### config.mk
export PLATFORM = sky130hd
export DESIGN_NAME = beep_scheduler
export DESIGN_NICKNAME = d
export VERILOG_FILES = /design/src/rtl/clock_pkg.sv /design/src/rtl/beep_pattern_gen.sv /design/src/rtl/beep_scheduler.sv
export SDC_FILE = /design/constraint.sdc
export NUM_CORES = 1
export LEC_CHECK = 0
export ABC_CLOCK_PERIOD_IN_PS = 5000
export CAP_MARGIN = 5
export CORE_MARGIN = 3
export CORE_UTILIZATION = 50
export CTS_CLUSTER_SIZE = 10
export DETAILED_ROUTE_END_ITERATION = 6
export PLACE_DENSITY = 0.7
export SYNTH_ARGS = -nofsm -noshare
export SYNTH_HDL_FRONTEND = slang
export SYNTH_HIERARCHICAL = 1
export SYNTH_SLANG_ARGS = --single-unit
### constraint.sdc
create_clock -name clk -period 5 [get_ports clk]
set_input_delay 1 -clock clk [delete_from_list [all_inputs] [get_ports clk]]
set_output_delay 1 -clock clk [all_outputs]
set_load 0.005 [all_outputs]
### src/rtl/clock_pkg.sv
// Shared types, tone codes and helpers for the beeper scheduler.
package clock_pkg;

  // Scheduler FSM states.
  typedef enum logic [2:0] {
    StIdle,
    StClick,
    StChimeOn,
    StChimeOff,
    StAlarmOn,
    StAlarmOff
  } state_e;

  // tone_sel encodings seen by the audio player.
  localparam logic [1:0] TONE_NONE  = 2'd0;
  localparam logic [1:0] TONE_CLICK = 2'd1;
  localparam logic [1:0] TONE_CHIME = 2'd2;
  localparam logic [1:0] TONE_ALARM = 2'd3;

  // Widths of the pattern generator's cycle counters and pulse counter.
  localparam int unsigned CycW   = 32;
  localparam int unsigned PulseW = 4;

  // Pulse count of zero means "repeat until stopped".
  localparam logic [PulseW-1:0] PULSES_INF = '0;

  // Hour of day 0..23 mapped to 1..12 chime strokes (midnight/noon give 12).
  function automatic logic [PulseW-1:0] hour12(input logic [5:0] h);
    logic [PulseW-1:0] m;
    m = PulseW'(h % 6'd12);
    return (m == '0) ? PulseW'(12) : m;
  endfunction

  // Tone class shown for a given state; OFF phases keep their class.
  function automatic logic [1:0] tone_of(input state_e s);
    logic [1:0] t;
    unique case (s)
      StClick:                t = TONE_CLICK;
      StChimeOn, StChimeOff:  t = TONE_CHIME;
      StAlarmOn, StAlarmOff:  t = TONE_ALARM;
      default:                t = TONE_NONE;
    endcase
    return t;
  endfunction

endpackage

### src/rtl/beep_pattern_gen.sv
// Pulse-train generator: on load it latches on/off lengths and a pulse count (0 = endless)
// and produces the gate level. It also exposes its next-state so the owner FSM can track it.
module beep_pattern_gen
  import clock_pkg::*;
(
  input  logic              clk,
  input  logic              reset,
  input  logic              load_i,
  input  logic              stop_i,
  input  logic [CycW-1:0]   on_cyc_i,
  input  logic [CycW-1:0]   off_cyc_i,
  input  logic [PulseW-1:0] count_i,
  output logic              level_o,
  output logic              active_nxt_o,
  output logic              level_nxt_o
);

  logic              active_q, active_d;
  logic              on_q, on_d;
  logic              inf_q, inf_d;
  logic [CycW-1:0]   cnt_q, cnt_d;
  logic [CycW-1:0]   on_cyc_q, on_cyc_d;
  logic [CycW-1:0]   off_cyc_q, off_cyc_d;
  logic [PulseW-1:0] rem_q, rem_d;

  // Next-state: load wins over stop; otherwise walk the on/off phases of the current pulse.
  always_comb begin
    active_d  = active_q;
    on_d      = on_q;
    inf_d     = inf_q;
    cnt_d     = cnt_q;
    on_cyc_d  = on_cyc_q;
    off_cyc_d = off_cyc_q;
    rem_d     = rem_q;
    if (load_i) begin
      active_d  = 1'b1;
      on_d      = 1'b1;
      cnt_d     = on_cyc_i - CycW'(1);
      on_cyc_d  = on_cyc_i;
      off_cyc_d = off_cyc_i;
      rem_d     = count_i;
      inf_d     = (count_i == PULSES_INF);
    end else if (stop_i) begin
      active_d = 1'b0;
      on_d     = 1'b0;
      cnt_d    = '0;
      rem_d    = '0;
    end else if (active_q) begin
      if (cnt_q != '0) begin
        cnt_d = cnt_q - CycW'(1);
      end else if (on_q && (off_cyc_q != '0)) begin
        on_d  = 1'b0;
        cnt_d = off_cyc_q - CycW'(1);
      end else if (inf_q || (rem_q > PulseW'(1))) begin
        on_d  = 1'b1;
        cnt_d = on_cyc_q - CycW'(1);
        if (!inf_q) rem_d = rem_q - PulseW'(1);
      end else begin
        active_d = 1'b0;
        on_d     = 1'b0;
      end
    end
  end

  // Pattern state registers; on_q doubles as the registered gate output.
  always_ff @(posedge clk or posedge reset) begin
    if (reset) begin
      active_q  <= 1'b0;
      on_q      <= 1'b0;
      inf_q     <= 1'b0;
      cnt_q     <= '0;
      on_cyc_q  <= '0;
      off_cyc_q <= '0;
      rem_q     <= '0;
    end else begin
      active_q  <= active_d;
      on_q      <= on_d;
      inf_q     <= inf_d;
      cnt_q     <= cnt_d;
      on_cyc_q  <= on_cyc_d;
      off_cyc_q <= off_cyc_d;
      rem_q     <= rem_d;
    end
  end

  assign level_o      = on_q;
  assign active_nxt_o = active_d;
  assign level_nxt_o  = on_d;

endmodule

### src/rtl/beep_scheduler.sv
// Beeper arbiter: alarm > chime > key click. Owns the timeout and snooze counters and
// drives the pattern generator. Define NIGHT_MUTE_EN to mask chimes from 22:00 to 06:59.
module beep_scheduler
  import clock_pkg::*;
#(
  parameter int unsigned CLICK_CYC       = 2_000_000,
  parameter int unsigned CHIME_ON_CYC    = 20_000_000,
  parameter int unsigned CHIME_OFF_CYC   = 30_000_000,
  parameter int unsigned ALARM_ON_CYC    = 25_000_000,
  parameter int unsigned ALARM_OFF_CYC   = 25_000_000,
  parameter int unsigned ALARM_TIMEOUT_S = 60,
  parameter int unsigned SNOOZE_S        = 300
) (
  input  logic       clk,
  input  logic       reset,
  input  logic       sec_tick,
  input  logic [5:0] hours,
  input  logic [5:0] minutes,
  input  logic [5:0] seconds,
  input  logic       set_mod,
  input  logic       alarm_en,
  input  logic [5:0] alarm_hours,
  input  logic [5:0] alarm_minutes,
  input  logic       key_press,
  input  logic       snooze,
  input  logic       dismiss,
  output logic       beep_en,
  output logic [1:0] tone_sel,
  output logic       alarm_ringing,
  output logic       snooze_pending
);

  state_e            state_q, state_d, follow_st;
  logic [1:0]        tone_sel_q;
  logic              ringing_q;
  logic              snz_pend_q, snz_pend_d;
  logic [31:0]       snz_cnt_q, snz_cnt_d;
  logic [31:0]       timeout_q, timeout_d;
  logic              alarm_match, chime_req, night_mute, snooze_fire, alarm_req;
  logic              gen_load, gen_stop, gen_level, gen_active_nxt, gen_level_nxt;
  logic [CycW-1:0]   ld_on, ld_off;
  logic [PulseW-1:0] ld_cnt;

`ifdef NIGHT_MUTE_EN
  assign night_mute = (hours >= 6'd22) || (hours <= 6'd6);
`else
  assign night_mute = 1'b0;
`endif

  // Time-of-day triggers, only meaningful in the second-strobe cycle.
  always_comb begin
    alarm_match = sec_tick && alarm_en && (hours == alarm_hours) &&
                  (minutes == alarm_minutes) && (seconds == 6'd0);
    chime_req   = sec_tick && !set_mod && (minutes == 6'd0) && (seconds == 6'd0) && !night_mute;
  end

  // State the FSM takes when nothing intervenes: mirror the generator's next phase.
  always_comb begin
    follow_st = StIdle;
    unique case (state_q)
      StClick:               follow_st = gen_active_nxt ? StClick : StIdle;
      StChimeOn, StChimeOff: follow_st = !gen_active_nxt ? StIdle :
                                         (gen_level_nxt ? StChimeOn : StChimeOff);
      StAlarmOn, StAlarmOff: follow_st = gen_level_nxt ? StAlarmOn : StAlarmOff;
      default:               follow_st = StIdle;
    endcase
  end

  // Arbitration, snooze countdown and alarm timeout.
  always_comb begin
    state_d     = state_q;
    timeout_d   = timeout_q;
    snz_pend_d  = snz_pend_q;
    snz_cnt_d   = snz_cnt_q;
    gen_load    = 1'b0;
    gen_stop    = 1'b0;
    ld_on       = '0;
    ld_off      = '0;
    ld_cnt      = PULSES_INF;
    snooze_fire = 1'b0;

    // Dismiss beats an expiring snooze in the same cycle.
    if (snz_pend_q) begin
      if (dismiss || !alarm_en) begin
        snz_pend_d = 1'b0;
      end else if (sec_tick) begin
        if (snz_cnt_q + 32'd1 >= SNOOZE_S) begin
          snz_pend_d  = 1'b0;
          snooze_fire = 1'b1;
        end else begin
          snz_cnt_d = snz_cnt_q + 32'd1;
        end
      end
    end
    alarm_req = alarm_match || snooze_fire;

    unique case (state_q)
      StAlarmOn, StAlarmOff: begin
        if (dismiss || !alarm_en) begin
          state_d  = StIdle;
          gen_stop = 1'b1;
        end else if (snooze) begin
          state_d    = StIdle;
          gen_stop   = 1'b1;
          snz_pend_d = 1'b1;
          snz_cnt_d  = '0;
        end else if (sec_tick && (timeout_q + 32'd1 >= ALARM_TIMEOUT_S)) begin
          state_d  = StIdle;
          gen_stop = 1'b1;
        end else begin
          state_d = follow_st;
          if (sec_tick) timeout_d = timeout_q + 32'd1;
        end
      end
      default: begin
        if (alarm_req) begin
          state_d    = StAlarmOn;
          gen_load   = 1'b1;
          ld_on      = CycW'(ALARM_ON_CYC);
          ld_off     = CycW'(ALARM_OFF_CYC);
          ld_cnt     = PULSES_INF;
          timeout_d  = '0;
          snz_pend_d = 1'b0;
        end else if (chime_req && ((state_q == StIdle) || (state_q == StClick))) begin
          state_d  = StChimeOn;
          gen_load = 1'b1;
          ld_on    = CycW'(CHIME_ON_CYC);
          ld_off   = CycW'(CHIME_OFF_CYC);
          ld_cnt   = hour12(hours);
        end else if (key_press && (state_q == StIdle)) begin
          state_d  = StClick;
          gen_load = 1'b1;
          ld_on    = CycW'(CLICK_CYC);
          ld_off   = '0;
          ld_cnt   = PulseW'(1);
        end else begin
          state_d = follow_st;
        end
      end
    endcase
  end

  // FSM state, counters and registered status outputs.
  always_ff @(posedge clk or posedge reset) begin
    if (reset) begin
      state_q    <= StIdle;
      tone_sel_q <= TONE_NONE;
      ringing_q  <= 1'b0;
      snz_pend_q <= 1'b0;
      snz_cnt_q  <= '0;
      timeout_q  <= '0;
    end else begin
      state_q    <= state_d;
      tone_sel_q <= tone_of(state_d);
      ringing_q  <= (state_d == StAlarmOn) || (state_d == StAlarmOff);
      snz_pend_q <= snz_pend_d;
      snz_cnt_q  <= snz_cnt_d;
      timeout_q  <= timeout_d;
    end
  end

  beep_pattern_gen u_gen (
    .clk          (clk),
    .reset        (reset),
    .load_i       (gen_load),
    .stop_i       (gen_stop),
    .on_cyc_i     (ld_on),
    .off_cyc_i    (ld_off),
    .count_i      (ld_cnt),
    .level_o      (gen_level),
    .active_nxt_o (gen_active_nxt),
    .level_nxt_o  (gen_level_nxt)
  );

  assign beep_en        = gen_level;
  assign tone_sel       = tone_sel_q;
  assign alarm_ringing  = ringing_q;
  assign snooze_pending = snz_pend_q;

endmodule
==> results of run 1 <==
-- worst max-delay path: stages (launching register included) --
cell and delay [ns]:
dfrtp_1 0.42, nand3_2 0.10, or4_4 0.58, o31a_1 0.33
a2111oi_2 0.27, nand4_1 0.18, or3_4 0.40, a21oi_4 0.27
nor2_4 0.10, or4_4 0.47, nor4_4 0.21, nand3_2 0.16
buf_4 0.16, nor3_1 0.24, nor3b_2 0.24, xor2_1 0.16
nand2_1 0.10, o311ai_1 0.10, o211ai_1 0.12, a21oi_1 0.13
-- state kept, by name (all words and copies together) (netlist names), 2 cells and up --
register and count:
u_gen/off_cyc_q 32, u_gen/cnt_q 32, u_gen/on_cyc_q 32, u_gen/rem_q 4, tone_sel 2, state_q 3
snz_cnt_q 32, timeout_q 32
-- layer usage --
layer	vias to the layer above	share of wire [%]	GRT usage, %
met5	-	0	0
met4	0	1.8	6.73
met3	43	7.7	5.29
met2	344	44	37.5
met1	4682	46	35.8
li1	4566	-	-
-- placed cells by master (no fill, tap or decap), types with 16 or more instances in the layout --
| cell type | count |
|---|---|
| a21oi_1 | 52 |
| and2_1 | 50 |
| buf_4 | 77 |
| clkbuf_16 | 17 |
| clkdlybuf4s50_1 | 42 |
| conb_1 | 76 |
| dfrtp_1 | 174 |
| inv_1 | 26 |
| mux2_2 | 70 |
| mux2i_1 | 16 |
| nand2_1 | 81 |
| nand3_1 | 29 |
| nand4_1 | 28 |
| nor2_1 | 86 |
| nor3_1 | 43 |
| nor4_1 | 20 |
| o21ai_0 | 49 |
| or3_1 | 21 |
| xnor2_1 | 41 |
| xor2_1 | 38 |
-- kinds of logic (layout without fill, tap and decap cells) --
family / after synthesis / count (layout) / synth area share [%]
and+or+nand+nor: 476 / 476 / 24.9
AOI/OAI and AO/OA: 253 / 253 / 16.2
DFF: 174 / 174 / 39.2
muxes: 88 / 88 / 8.78
buffers and inverters: 80 / 181 / 3.49
xor gates and xnor gates: 79 / 79 / 6.23
adders and majority gates: 10 / 10 / 1.13
other: 1 / 76 / 0.0338
-- synthesized netlist by cell type (10+ instances only) --
cell type,count
and2_1,50
a31oi_1,12
nor4_1,23
nor3_1,47
xnor2_1,41
o21ai_0,49
o31ai_1,10
inv_1,28
xor2_1,38
or3_1,23
and4_1,10
nand3_1,29
and3_1,11
or2_2,10
ha_1,10
nor2_1,87
nand4_1,28
nand2_1,81
clkbuf_1,31
o22ai_1,13
mux2_2,70
a21oi_1,54
dfrtp_1,174
mux2i_1,16
-- final cells by class --
| class | instances | area [um^2] |
|---|---|---|
| clock buffer | 17 | 425 |
| clock inverter | 15 | 169 |
| fill | 1819 | 8230 |
| inverter | 29 | 111 |
| multi-input combinational | 982 | 6770 |
| sequential | 174 | 4350 |
| tap | 275 | 344 |
| timing repair buffer | 120 | 1020 |
-- final timing paths --
| path | endpoint | slack (ns) | depth (start not counted) |
|---|---|---|---|
| hold reg to reg | u_gen/on_cyc_q[24]$_DFFE_PP0P_ | 0.51 | 1 |
| setup reg to reg | u_gen/cnt_q[31]$_DFFE_PP0P_ | 0.20 | 19 |
| setup / recovery | u_gen/cnt_q[31]$_DFFE_PP0P_ | 0.20 | 19 |
| max in group asynchronous | snz_cnt_q[12]$_DFF_PP0_ | 2.90 | 3 |
| hold / removal | u_gen/on_cyc_q[24]$_DFFE_PP0P_ | 0.51 | 1 |
| min in group asynchronous | u_gen/on_cyc_q[8]$_DFFE_PP0P_ | 0.99 | 2 |
-- per-stage QoR --
stage / instances / power (mW) / hold slack [ns] / cell area, um^2
2_1_floorplan: 1236 / 3.65 / 0.469 / 11400
3_3_place_gp: 1575 / 4.28 / 0.481 / 12500
3_5_place_dp: 1575 / 4.33 / 0.491 / 12500
4_1_cts: 1607 / 5.69 / 0.508 / 13100
5_1_grt: 1612 / 6.04 / 0.523 / 13200
6_report: 1612 / 5.71 / 0.508 / 13200
-- power breakdown --
part | switching, mW | leakage (nW) | internal [mW]
combinational | 1.33 | 3.12 | 1.03
sequential | 0.305 | 2.29 | 1.70
clock | 0.637 | 0.288 | 0.715
-- repair_timing --
| action | in CTS | in global routing |
|---|---|---|
| setup endpoints to repair | 0 | 8 |
| gates resized for setup | 0 | 15 |
| setup buffers | 0 | 5 |
==> summary.md, run 1 <==
| Metric | Value |
|---|---|
| Share of the synthesized area in the top cell type | 39.2% |
| Layout cell share with drive strength beyond 1 | 20.5% |
| Req. time, crit path | roughly 5.4 ns |
| Async S/R FF share, synth | 100% |
| Htree depth | 4 |
| Detail Route Antenna Nets | 0 |
| Total GRT Usage | between 20% and 30% |
| Ports | 43 |
| Status | complete, no violations |
| Drt first pass iters | 5 |
| Post-DR wirelength/cell | between 15 and 20 um |
| # setup viols final | 0 |
| Row cnt | between 50 and 60 |
| Clk buf depth | 2 |
| Synthesis Warnings | 6 |
| Detailed Route WL | 29,300 um |
| Largest net degree at the start of global routing | 84 |
| #FFs+latches synth | 174 |
| Detailed-placement wirelength estimate | 21,100 um |
| CTS Sinks | 174 |
| Vias in the first global route | 9,189 |
| IO buf count | 42 |
| Routed vias/inst | 5.98 |
| Worst setup path class | flip-flop to flip-flop |
| Min Tclk post-route | ~4.8 ns |
| Reg-to-Reg Start | snz_cnt_q[9]$_DFF_PP0_ |
| Placer Congestion | 0.919 |
| Min-delay src | u_gen/on_cyc_q[24]$_DFFE_PP0P_ |
| Vias after detailed routing | 9,635 |
| Slew @ Worst Pin | 0.921 ns |
| TritonCTS buffer count | 17 |
| Leakage | about 5.7 nW |
| Die ar. | between 20,000 and 25,000 um^2 |
| Die Y | around 160 um |
| Antenna cells | 0 |
| Pre-CTS setup slack | -0.154 ns |
| Tcrit/Tclk final | 96.1% |
| Fin util | 61.6% |
| Die width | roughly 160 um |
| Worst setup EP type | flip-flop |
| Slew Viols, Final | 0 |
| Core box area | 21,400 um^2 |
| HP Class | flip-flop to flip-flop |
| Rel. slew slack | 38.5% |
| Crit start category | flip-flop |
| Final setup margin | a little under 0.2 ns |
| Seq/Total Area, Yosys | 39.2% |
| Hold Buf Count CTS | 0 |
| Clk Latency, worst-skew pair | about 0.43 ns |
| Initial drt markers | 837 |
| Syn avg cell area | 9.56 um^2 |
| Cell taking the most area after synthesis | dfrtp_1 |
| Cell Pwr Density | ~430 nW/um^2 |
| Area contributors post-synth | dfrtp_1 (39%), mux2_2 (7.1%), xnor2_1 (3.2%) |
| Syn Inst Count | 1,161 |
| DRC Markers | 0 |
| Synth unique cells | about 110 |
| Mapped cell area | 11,100 um^2 |
| Antenna violations before repair | 0 |
| Worst-path clk slew | ~0.07 ns |
| Crit path max fanout | 7 |
| Max-Cap Viols | 0 |
| Peak Freq | 0.208 GHz |
| Clock tree from TritonCTS | yes |
| Global route total overflow | 0 |
| Max Clock Skew | just over 0.01 ns |
| Final TNS setup | 0 ns |
| Initial Utilization | between 50% and 60% |
| EDFF count, synth | 0 |
| Clk root buf | clkbuf_16 |
| Final nets | between 1k and 1.5k |
| Arrival @ worst endpoint | 5.16 ns |
| Max rail drop VDD | 0.227 mV |
| Hold Fails Final Rpt | 0 |
| Primary FF master, synth | dfrtp_1 |
| Critical path origin | snz_cnt_q[9]$_DFF_PP0_ |
| Area Overhead vs Synth | 18.8% |
| First-pass GRT wire length | about 48,000 um |
Power figures use the tool's default switching activity.
==> run 2: changes to the inputs <==
CORE_MARGIN = default   (was 3)
==> summary.md, run 2 (same netlist as run 1, synthesis figures left out) <==
| Metric | Value |
|---|---|
| Area Overhead vs Synth | 19.4% |
| Vias after detailed routing | 9,613 (-0.23%) |
| Placer Congestion | 0.919 (about the same) |
| Max-Cap Viols | 0 (unchanged) |
| Global route total overflow | 0 (unchanged) |
| Pwr Total | 5.76 mW (+0.74%) |
| Core box area | 21,800 um^2 (+1.9%) |
| Clk buf depth | 2 (unchanged) |
| Slew Viols, Final | 0 (unchanged) |
| Clock tree from TritonCTS | yes |
| Most frequent cells in the layout | dfrtp_1 (174), nor2_1 (86), buf_4 (85), nand2_1 (81), conb_1 (76) |
| Design Area, Final | 13,300 um^2 (+0.48%) |
| Crit start category | flip-flop |
| Placed inst area | 12,600 um^2 (+0.64%) |
| Antenna violations before repair | 0 (unchanged) |
| Final nets | 1,380 (+0.58%) |
| Vias in the first global route | 9,109 (-0.87%) |
| Leading cell type in the layout, fill and taps excluded | dfrtp_1 |
| Crit path max fanout | 6 (-1) |
| First-pass GRT wire length | 47,300 um (-2.1%) |
| Slowest stage delay, CP | 0.46 ns (-0.12 ns) |
| Leakage | 5.74 nW (+0.80%) |
| Crit-path leading delay family | simple AND/OR/NAND/NOR gates |
| Critical path buffer and inverter count | 0 (-1) |
| Rel. slew slack | 38.7% (+0.21 points) |
| Max Clock Skew | 0.0135 ns (+0.00337 ns) |
| Worst setup path class | flip-flop to flip-flop |
| Die Y | 151 um (-2.6%) |
| HP Class | flip-flop to flip-flop |
| Peak Freq | 0.204 GHz (-1.9%) |
| Antenna cells | 0 (unchanged) |
| Final TNS setup | 0 ns (unchanged) |
| Detailed Route WL | 29,500 um (+0.77%) |
| Post-DR wirelength/cell | 18.2 um (about the same) |
| Critical path origin | snz_cnt_q[0]$_DFF_PP0_ |
| # setup viols final | 0 (unchanged) |
| Min Tclk post-route | 4.89 ns (+0.0915 ns) |
| Hold Buf Count CTS | 0 (unchanged) |
| Row cnt | 54 (+1.9%) |
| CTS Sinks | 174 (unchanged) |
| Status | complete, no violations |
| Initial Utilization | 50.9% (-0.96 points) |
| Initial drt markers | 870 (+3.9%) |
| Min-delay src | u_gen/on_cyc_q[25]$_DFFE_PP0P_ |
| Drt first pass iters | 6 (+1) |
| Slowest-stage cell, CP | or4_4 |
| Hold Fails Final Rpt | 0 (unchanged) |
| Die width | 151 um (-2.6%) |
| Ports | 43 (unchanged) |
| Arrival @ worst endpoint | 5.25 ns (+0.09 ns) |
| Htree depth | 4 (unchanged) |
| Cell Chain, Critical Path | ha_2 -> nand2_1 -> or4_4 -> o31a_1 -> a2111oi_4 -> nand4_1 -> or3_4 -> a21oi_4 -> a21oi_4 -> or3_1 -> nor3_1 -> nand3_2 -> or2_4 -> or3_1 -> a21oi_2 -> nor3b_1 -> mux2_4 -> nor2_1 |
| Clk root buf | clkbuf_16 |
| Cell Pwr Density | 434 nW/um^2 (+0.26%) |
| Layout cell share with drive strength beyond 1 | 20.5% (+0.042 points) |
| Detailed-placement wirelength estimate | 21,300 um (+1.0%) |
| Req. time, crit path | 5.35 ns (about the same) |
| Routed vias/inst | 5.92 (-0.97%) |
| Worst-path clk slew | 0.07 ns (about the same) |
| Largest net degree at the start of global routing | 72 (-14%) |
| DRC Markers | 0 (unchanged) |
| Clk Latency, worst-skew pair | 0.43 ns (about the same) |
| IO buf count | 42 (unchanged) |
| Worst setup EP type | flip-flop |
| Detail Route Antenna Nets | 0 (unchanged) |
| Max rail drop VDD | 0.274 mV (+21%) |
| Total GRT Usage | 26.6% (+2.0 points) |
| Die ar. | 22,800 um^2 (-5.1%) |
| Tcrit/Tclk final | 97.9% (+1.8 points) |
| Slew @ Worst Pin | 0.918 ns (-0.00311 ns) |
| Reg-to-Reg Start | snz_cnt_q[0]$_DFF_PP0_ |
| TritonCTS buffer count | 17 (unchanged) |
[run 2: path summary, 6_finish.rpt]
kind                       slack (ns)                        endpoint  cells past startpoint
setup / recovery                 0.11     u_gen/cnt_q[25]$_DFFE_PP0P_                     18
hold reg to reg                  0.51  u_gen/on_cyc_q[25]$_DFFE_PP0P_                      1
min in group asynchronous        1.06      u_gen/cnt_q[1]$_DFFE_PP0P_                      2
max in group asynchronous        2.90         snz_cnt_q[16]$_DFF_PP0_                      3
hold / removal                   0.51  u_gen/on_cyc_q[25]$_DFFE_PP0P_                      1
setup reg to reg                 0.11     u_gen/cnt_q[25]$_DFFE_PP0P_                     18
[run 2: area by class of cell]
class | count | area [um^2]
fill | 1839 | 8570
multi-input combinational | 982 | 6750
sequential | 174 | 4350
timing repair buffer | 128 | 1080
clock buffer | 18 | 429
tap | 280 | 350
clock inverter | 13 | 179
inverter | 29 | 111
[run 2: power breakdown]
part	leakage, nW	total, mW	switching, mW	internal [mW]
Combinational	3.16	2.35	1.32	1.02
Clock	0.293	1.40	0.597	0.799
Sequential	2.29	2.02	0.310	1.71
[run 2: repair_timing]
item / in CTS / in global routing
setup endpoints to repair: 0 / 6
setup buffers: 0 / 4
gates resized for setup: 0 / 9
[run 2: per-stage QoR]
stage          setup slack [ns]  std cells  utilization [%]  hold slack, ns
2_1_floorplan            0.0414       1236                -           0.469
3_3_place_gp            -0.0988       1589             57.6           0.481
3_5_place_dp             -0.202       1589             57.6           0.494
4_1_cts                   0.111       1620             60.4           0.509
5_1_grt                 -0.0498       1624             60.7           0.521
6_report                  0.105       1624             60.7           0.508
[run 2: routing by layer]
layer | GRT usage, % | part of all wire (%) | vias to the layer above
met1 | 38.8 | 47 | 4661
met3 | 4.91 | 6.2 | 48
met2 | 39.7 | 45 | 320
met5 | 0 | 0 | -
met4 | 8.60 | 2.1 | 0
li1 | - | - | 4584
